File: src/rtl/logic_unit_pipe_if.sv
// Handshake bundle for logic_unit_pipe: operand/op transfer in, flagged result out.
interface logic_unit_pipe_if #(
  parameter int WIDTH = 16
);
  logic             in_valid;
  logic             in_ready;
  logic [2:0]       op;
  logic [WIDTH-1:0] a;
  logic [WIDTH-1:0] b;
  logic             out_valid;
  logic             out_ready;
  logic [WIDTH-1:0] out_data;
  logic             out_zero;
  logic             out_ones;

  modport master (
    output in_valid, op, a, b, out_ready,
    input  in_ready, out_valid, out_data,
    input  out_zero, out_ones
  );

  modport slave (
    input  in_valid, op, a, b, out_ready,
    output in_ready, out_valid, out_data,
    output out_zero, out_ones
  );
endinterface

File: src/rtl/logic_unit_pipe.sv
// Pipelined bitwise logic unit with 2-entry skid result buffer.
// Optional LOGIC_UNIT_STATS_EN adds a saturating accepted-op counter.
module logic_unit_pipe #(
  parameter int WIDTH = 16
`ifdef LOGIC_UNIT_STATS_EN
  ,
  parameter int CNT_W = 16
`endif
) (
  input  logic                 clk,
  input  logic                 rst,
  input  logic                 clr,
  logic_unit_pipe_if.slave     bus
`ifdef LOGIC_UNIT_STATS_EN
  ,
  output logic [CNT_W-1:0]     op_count
`endif
);

  typedef struct packed {
    logic [WIDTH-1:0] data;
    logic             zero;
    logic             ones;
  } entry_t;

  logic [1:0]       cnt;
  entry_t           head;
  entry_t           skid;
  entry_t           nxt;
  logic [WIDTH-1:0] res;
  logic             acc;
  logic             pop;

  always_comb begin
    res = '0;
    unique case (bus.op)
      3'b000: res = ~bus.a;
      3'b001: res = bus.a & bus.b;
      3'b010: res = bus.a | bus.b;
      3'b011: res = bus.a ^ bus.b;
      3'b100: res = ~(bus.a & bus.b);
      3'b101: res = ~(bus.a | bus.b);
      3'b110: res = ~(bus.a ^ bus.b);
      3'b111: res = bus.a;
    endcase
  end

  // Flags travel with the entry so the head never needs re-evaluation.
  always_comb begin
    nxt      = '0;
    nxt.data = res;
    nxt.zero = ~|res;
    nxt.ones = &res;
  end

  assign bus.in_ready  = (cnt != 2'd2);
  assign bus.out_valid = (cnt != 2'd0);
  assign bus.out_data  = head.data;
  assign bus.out_zero  = head.zero;
  assign bus.out_ones  = head.ones;

  assign acc = bus.in_valid & bus.in_ready;
  assign pop = bus.out_valid & bus.out_ready;

  always_ff @(posedge clk or posedge rst) begin
    if (rst) begin
      cnt  <= 2'd0;
      head <= '0;
      skid <= '0;
    end else if (clr) begin
      cnt <= 2'd0;
    end else begin
      unique case ({acc, pop})
        2'b10: begin
          cnt <= cnt + 2'd1;
          if (cnt == 2'd0) head <= nxt;
          else             skid <= nxt;
        end
        2'b01: begin
          cnt <= cnt - 2'd1;
          if (cnt == 2'd2) head <= skid;
        end
        2'b11: begin
          if (cnt == 2'd1) begin
            head <= nxt;
          end else begin
            head <= skid;
            skid <= nxt;
          end
        end
        default: ;
      endcase
    end
  end

`ifdef LOGIC_UNIT_STATS_EN
  always_ff @(posedge clk or posedge rst) begin
    if (rst) begin
      op_count <= '0;
    end else if (clr) begin
      op_count <= '0;
    end else if (acc && (op_count != {CNT_W{1'b1}})) begin
      op_count <= op_count + 1'b1;
    end
  end
`else
  // No statistics counter in this build.
`endif

endmodule
File: src/flat_wrapper.sv
// flat-port wrapper written by rule: the top's interface ports become plain ports
module logic_unit_pipe_flat 
#(
  parameter int WIDTH = 16

)
  (clk, rst, clr, bus_in_valid, bus_op, bus_a, bus_b, bus_out_ready, bus_in_ready, bus_out_valid, bus_out_data, bus_out_zero, bus_out_ones);
  logic_unit_pipe_if #(.WIDTH(WIDTH)) bus_i ();
  input  logic clk;
  input  logic rst;
  input  logic clr;
  input wire logic [$bits(bus_i.in_valid)-1:0] bus_in_valid;
  input wire logic [$bits(bus_i.op)-1:0] bus_op;
  input wire logic [$bits(bus_i.a)-1:0] bus_a;
  input wire logic [$bits(bus_i.b)-1:0] bus_b;
  input wire logic [$bits(bus_i.out_ready)-1:0] bus_out_ready;
  output wire logic [$bits(bus_i.in_ready)-1:0] bus_in_ready;
  output wire logic [$bits(bus_i.out_valid)-1:0] bus_out_valid;
  output wire logic [$bits(bus_i.out_data)-1:0] bus_out_data;
  output wire logic [$bits(bus_i.out_zero)-1:0] bus_out_zero;
  output wire logic [$bits(bus_i.out_ones)-1:0] bus_out_ones;
  assign bus_i.in_valid = bus_in_valid;
  assign bus_i.op = bus_op;
  assign bus_i.a = bus_a;
  assign bus_i.b = bus_b;
  assign bus_i.out_ready = bus_out_ready;
  assign bus_in_ready = bus_i.in_ready;
  assign bus_out_valid = bus_i.out_valid;
  assign bus_out_data = bus_i.out_data;
  assign bus_out_zero = bus_i.out_zero;
  assign bus_out_ones = bus_i.out_ones;
  logic_unit_pipe #(.WIDTH(WIDTH)) u_core (.clk(clk), .rst(rst), .clr(clr), .bus(bus_i));
endmodule
File: config.mk
export PLATFORM = sky130hd
export DESIGN_NAME = logic_unit_pipe_flat
export DESIGN_NICKNAME = d
export VERILOG_FILES = /design/src/rtl/logic_unit_pipe_if.sv /design/src/rtl/logic_unit_pipe.sv /design/src/flat_wrapper.sv
export SDC_FILE = /design/constraint.sdc
export NUM_CORES = 1
export LEC_CHECK = 0
export CORE_MARGIN = 2
export CORE_UTILIZATION = 49
export CTS_CLUSTER_SIZE = 8
export DETAILED_ROUTE_END_ITERATION = 8
export PLACE_DENSITY = 0.76
export SLEW_MARGIN = 20
export SYNTH_ARGS = -nofsm -noshare
export SYNTH_HDL_FRONTEND = slang
export SYNTH_SLANG_ARGS = --single-unit
File: constraint.sdc
create_clock -name clk -period 2.2 [get_ports clk]
set_input_delay 0.66 -clock clk [delete_from_list [all_inputs] [get_ports clk]]
set_output_delay 0.66 -clock clk [all_outputs]
set_load 0.01 [all_outputs]
# Word-level counts from Yosys, hierarchy flattened
# Index checks and enable logic that the tools add are counted.
# W data, S select, Z words.
totals:
  register_bits: 38
  in_bits: 40
  out_inout_bits: 20
  wordCells: 57
classes:
  n_addsub: 2
  n_eq_ne: 17
  n_mux: 10
  bitwise: 10
  reduce_logical: 11
ops:
  columns: ["op", "n"]
  rows:
  - ["$pmux W16 S8", 1]
  - ["$mux W18", 5]
  - ["$not A16 Y16", 4]
  - ["$pmux W18 S3", 1]
  - ["$pmux W18 S2", 1]
  - ["$and A16 B16 Y16", 1]
  - ["$or A16 B16 Y16", 1]
  - ["$reduce_and A16 Y1", 1]
  - ["$reduce_or A16 Y1", 1]
  - ["$xor A16 B16 Y16", 1]
  - ["$eq A3 B3 Y1 const B", 4]
  - ["$reduce_and A4 Y1", 2]
  - ["$eq A2 B2 Y1 const B", 3]
  - ["$eq A3 B2 Y1 const B", 2]
  - ["$ne A2 B2 Y1 const B", 3]
  - ["$reduce_bool A3 Y1", 2]
  - ["$eq A2 B1 Y1 const B", 2]
  - ["$ne A2 B1 Y1 const B", 2]
  - ["$pmux W2 S2", 1]
  - ["$reduce_bool A2 Y1", 2]
  - ["$eq A3 B1 Y1 const B", 1]
  - ["$logic_not A3 Y1", 1]
  - ["$add A2 B1 Y2 const B", 1]
  - ["$and A1 B1 Y1", 2]
  - ["other kinds (5)", 5]

# Depth between registers and ports, before layout
logic_depth:
  depth_word: 7
  ltp_mapped: 11
  depth_no_buf: 9

# Least setup slack after synthesis
# No wires, ideal clock.
synth_timing:
  path_kind: "in2reg"
  from: "input port bus_b[0]"
  to: "register u_core.head, in the netlist u_core.bus.out_zero"
  setup_ns: 0.097
  t_arrival_ns: 2.709
  t_required_ns: 2.103
  slack_ns: -0.606
  stages: 9
  path_buffers: 0
  path_cell_list: "inv_1 ha_1 and4b_1 or4_4 a21boi_1 o22ai_2 nand2_1 or4_4 o31ai_1"
synth_via:
  elab_chain_len: 7
  word_cells_on_any_way: 12
  classes_between: "mux (4); bitwise (6); reduce/logical (2)"
synth_lines:
  columns: ["item", "line_no", "rtl"]
  rows:
  - ["start: declaration", "flat_wrapper.sv:15", "input wire logic [$bits(bus_i.b)-1:0] bus_b;"]
  - ["$xor A16 B16 Y16, or another cell as far along", "logic_unit_pipe.sv:40, logic_unit_pipe.sv:43", null]
  - ["$not A16 Y16, on equally long branches", "logic_unit_pipe.sv:43, logic_unit_pipe.sv:41, logic_unit_pipe.sv:42", null]
  - ["$pmux W16 S8 *", "logic_unit_pipe.sv:36", "unique case (bus.op)"]
  - ["$reduce_or A16 Y1 *", "logic_unit_pipe.sv:52", "nxt.zero = ~|res;"]
  - ["$logic_not A1 Y1 *", "logic_unit_pipe.sv:52", null]
  - ["$mux W18, on equally long branches", "logic_unit_pipe.sv:84, logic_unit_pipe.sv:76", null]
  - ["$pmux W18 S3 *", "logic_unit_pipe.sv:73", "unique case ({acc, pop})"]
  - ["end signal: assignment", "logic_unit_pipe.sv:76", "if (cnt == 2'd0) head <= nxt;"]
  - ["end signal: assignment", "logic_unit_pipe.sv:85", "head <= nxt;"]
  - ["end signal: assignment", "logic_unit_pipe.sv:87", "head <= skid;"]
  - ["end: declaration", "logic_unit_pipe.sv:27", "entry_t head;"]
# Every way passes the cells marked *; elsewhere a longest branch is shown, timed or not. The select of a mux whose other input is x is not followed.
# A chain may end at the register's enable or synchronous reset.

# Worst setup path in the final report
layout_timing:
  from: "input port bus_a[0]"
  to: "register u_core.head, in the netlist u_core.bus.out_zero"
layout_via:
  elab_chain_len: 7
  word_cells_on_any_way: 13
  classes_between: "mux (4); bitwise (7); reduce/logical (2)"
layout_lines:
  columns: ["item", "line_no", "rtl"]
  rows:
  - ["start: declaration", "flat_wrapper.sv:14", "input wire logic [$bits(bus_i.a)-1:0] bus_a;"]
  - ["$xor A16 B16 Y16, or another cell as far along", "logic_unit_pipe.sv:40, logic_unit_pipe.sv:43", null]
  - ["$not A16 Y16, on equally long branches", "logic_unit_pipe.sv:43, logic_unit_pipe.sv:41, logic_unit_pipe.sv:42", null]
  - ["$pmux W16 S8 *", "logic_unit_pipe.sv:36", null]
  - ["$reduce_or A16 Y1 *", "logic_unit_pipe.sv:52", null]
  - ["$logic_not A1 Y1 *", "logic_unit_pipe.sv:52", null]
  - ["$mux W18, on equally long branches", "logic_unit_pipe.sv:84, logic_unit_pipe.sv:76", null]
  - ["$pmux W18 S3 *", "logic_unit_pipe.sv:73", null]
# Marked as above.

==> flow_summary.toml <==
[floorplanning]
area_of_the_die_mm2 = 0.00808
placementRows = 31
core_area_mm2 = 0.00721
floorplan.die.width_um = 89.9
io_pins = 60
die_h_um = 89.9
floorplan.initialDensity_pct = 50.1

[critical_path]
cp_data_arrival_time_ps = 2910
worst_path_cell_trace = "buf_6 -> inv_4 -> ha_4 -> and4b_1 -> or4_4 -> a21boi_2 -> o22ai_2 -> nand2_1 -> or4_4 -> o31ai_2"
cp.required_ps = 2400
setup_slack_on_the_worst_flop_to_flop_path_ps = 370
crit-reg2reg-launch = "u_core.cnt[0]"
endpoint_kind = "flop"
r2r_end = "u_core.skid[7]"
crit_slowest_cell = "sky130_fd_sc_hd__or4_4"
timing.critical_path.mode_cell = "sky130_fd_sc_hd__or4_4"
timing.critical_path.from_type = "primary input"
ff2ff_path_depth = 8
setup.worst_path.class = "primary input to flop"
critical_path_s_largest_stage_delay_ps = 540
cp_max_fo = 2

[synthesis]
synth_top_cell_by_area = "sky130_fd_sc_hd__dfrtp_1"
syn_area_mm2 = 0.00361
syn_warnings = 0
most_common_cell_in_the_synthesized_netlist = "sky130_fd_sc_hd__nand2_1"
synth_top_cell_area_share_pct = 26.3
synthCells = 442
post_synth_num_cell_types = 55
yosys-top-cells-area = "sky130_fd_sc_hd__dfrtp_1, sky130_fd_sc_hd__ha_1, sky130_fd_sc_hd__mux2i_1, sky130_fd_sc_hd__nand2_1, sky130_fd_sc_hd__inv_1"
ys_seq_elements = 38
edff_count_synth = 0
synth_flop_cell = "sky130_fd_sc_hd__dfrtp_1"
synth_sequential_area_ratio_pct = 26.3
ys_async_sr_fraction_pct = 100
syn_nets = 517
synth.top_cells.by_count = "sky130_fd_sc_hd__nand2_1, sky130_fd_sc_hd__inv_1, sky130_fd_sc_hd__dfrtp_1"
syn_area_per_cell_um2 = 8.18

[timing]
final.setup.tns_ps = -1850
final_period_minus_worst_setup_slack_ps = 2700
slew-limit-headroom_pct = 68.3
clock.fmax_mhz = 370
drv_slew = 0
worst-slew-pin-transition_ps = 476
hold_viol = 0
whs_ps = 483
min_period_over_period_pct = 123
timing.final.setup_violations = 11
clock_skews_ps = 8.24
fin_ws_ps = -504
rsz0062_at_grt = "true"

[power_and_ir_drop]
clock_power_share_pct = 12.4
power.internal_mw = 2.43
power_frac_comb_pct = 58.3
p_sw_mw = 1.54
totalPowerFinal_mw = 3.96
power_density_over_cell_area_mw_per_mm2 = 678
netSwitchingFraction_pct = 38.8
peakVddDrop_uv = 304
leakagePower_nw = 2.66
pwr-share-seq_pct = 29.3

[cts]
cts_buffer_depth = 2
cts_hold_repair.buffers = 0
clk_pin_slew_worst_paths_ps = 80
htreeDepth = 2
cts_root_buffer = "sky130_fd_sc_hd__clkbuf_8"
cts_made_buffers = 5
worst_skew_pair.late_latency_ps = 290
cts_sinks = 38
tritoncts = "yes"

[routing]
antenna_left = 0
route.vias.total = 4224
drtIter0Drc = 313
postRouteWirelength_mm = 13.0
drcViolationCount = 0
avgRoutedWirePerCell_um = 18.4
drtPass1Iterations = 8
detail_route.vias_per_cell = 6.00

[global_route]
use_met3_pct = 2.77
grt_pass1_vias = 3995
use_met1_pct = 31.8
gr-usage-all-layers_pct = 25.8
global_route.usage.met2_pct = 47.2
busiest_layer = "met2"
grt_max_degree = 39
antenna_found_initial = 0
grt-ovfl-total = 0
global_route_wire_length_before_repair_mm = 17.9

[worst_hold_path]
hold_class = "flop to flop"
worst_hold_path.num_cells = 2
min_to = "u_core.skid[2]"
hold_path_startpoint = "u_core.skid[2]"

[flow_run]
maxCapViolations = 0

[placed_design]
pre_cts_slack_ps = -1290
placed_cells = 673
place.port_buffers = 59
dp_hpwl_mm = 7.18
routabilityCongestion = 0.845
post_dp_cell_area_mm2 = 0.00503

[run_status]
violations = "setup timing"
outcome = "finished with violations"

[layout]
stdcell_count = 704
final_util_pct = 81.0
num_antenna_cells = 0
area_growth_syn_to_layout_pct = 61.7
nNetsFinal = 679
final_layout_size_suffix_gt1_share_pct = 44.3
design_area_final_mm2 = 0.00584
## flip-flops by register name (all words and copies together) (netlist names)
signal               flops
u_core.skid             18
u_core.bus.out_data     16
u_core.cnt               2
u_core.bus.out_ones      1
u_core.bus.out_zero      1
## routing by layer
layer  vias to the layer above  wire (um)
li1                       1907          -
met1                      2019       5020
met2                       241       6540
met3                        57        866
met4                         0        521
met5                         -          0
## what timing repair did
item	CTS	global route
pin swaps	36	28
gates cloned	3	2
setup buffers	20	2
setup endpoints to repair	38	27
hold endpoints to repair	0	0
gates resized for setup	136	96
## how the worst max path moves through the flow
stage,cells after the start,from,slack [ps],endpoint
floorplan,9,bus_a[0],-540,u_core.bus.out_zero
global placement,11,bus_a[4],-1200,u_core.bus.out_zero
detailed placement,11,bus_a[4],-1290,u_core.skid[1]
CTS,11,bus_a[4],-500,u_core.bus.out_zero
global route,10,bus_a[0],-520,u_core.bus.out_zero
finish,10,bus_a[0],-500,u_core.bus.out_zero
## power by group through the flow
| stage | Sequential (mW) | Clock (mW) | Combinational (mW) |
|---|---|---|---|
| detailed placement | 1.16 | 0 | 1.94 |
| global placement | 1.14 | 0 | 1.86 |
| floorplan | 1.20 | 0 | 1.01 |
| global route | 1.19 | 0.532 | 2.50 |
| CTS | 1.15 | 0.500 | 2.14 |
| finish | 1.16 | 0.493 | 2.31 |
## logic make-up (layout without fill, tap and decap cells)
group	Yosys count	in the layout	synth area share [%]
simple gates	139	139	18.4
fa+ha+maj	35	35	12.1
xor+xnor	2	2	0.485
flops	38	38	26.3
buf+inv	69	232	8.93
compound gates	124	124	22.3
mux	35	35	11.5
## area by class of cell
type / instances / area [um2]
Inverter: 42 / 190
Fill cell: 455 / 1370
Clock inverter: 2 / 12.5
Multi-Input combinational cell: 335 / 2840
Timing Repair Buffer: 182 / 1640
Clock buffer: 6 / 82.6
Tap cell: 99 / 124
Sequential cell: 38 / 951
## worst max-delay path, delay by kind of cell
kind	cells	cell delay (ps)
buf+inv	2	150
fa+ha+maj	1	190
compound gates	3	550
simple gates	4	1340
## layout by cell type (no fill, tap or decap), types with 9 or more instances in the layout
| cell type | Yosys | routed |
|---|---|---|
| sky130_fd_sc_hd__buf_4 | 9 | 109 |
| sky130_fd_sc_hd__nand2_1 | 54 | 51 |
| sky130_fd_sc_hd__dfrtp_1 | 38 | 38 |
| sky130_fd_sc_hd__nor2_1 | 35 | 31 |
| sky130_fd_sc_hd__a21oi_1 | 28 | 24 |
| sky130_fd_sc_hd__clkdlybuf4s50_1 | 0 | 22 |
| sky130_fd_sc_hd__mux2i_1 | 22 | 19 |
| sky130_fd_sc_hd__inv_2 | 2 | 18 |
| sky130_fd_sc_hd__o21ai_1 | 9 | 17 |
| sky130_fd_sc_hd__inv_1 | 40 | 17 |
| sky130_fd_sc_hd__ha_4 | 0 | 17 |
| sky130_fd_sc_hd__o21ai_0 | 27 | 16 |
| sky130_fd_sc_hd__ha_1 | 35 | 15 |
| sky130_fd_sc_hd__clkbuf_2 | 0 | 13 |
| sky130_fd_sc_hd__a31oi_1 | 10 | 9 |
| sky130_fd_sc_hd__dlygate4sd2_1 | 0 | 9 |
(Power assumes the default switching activity.)
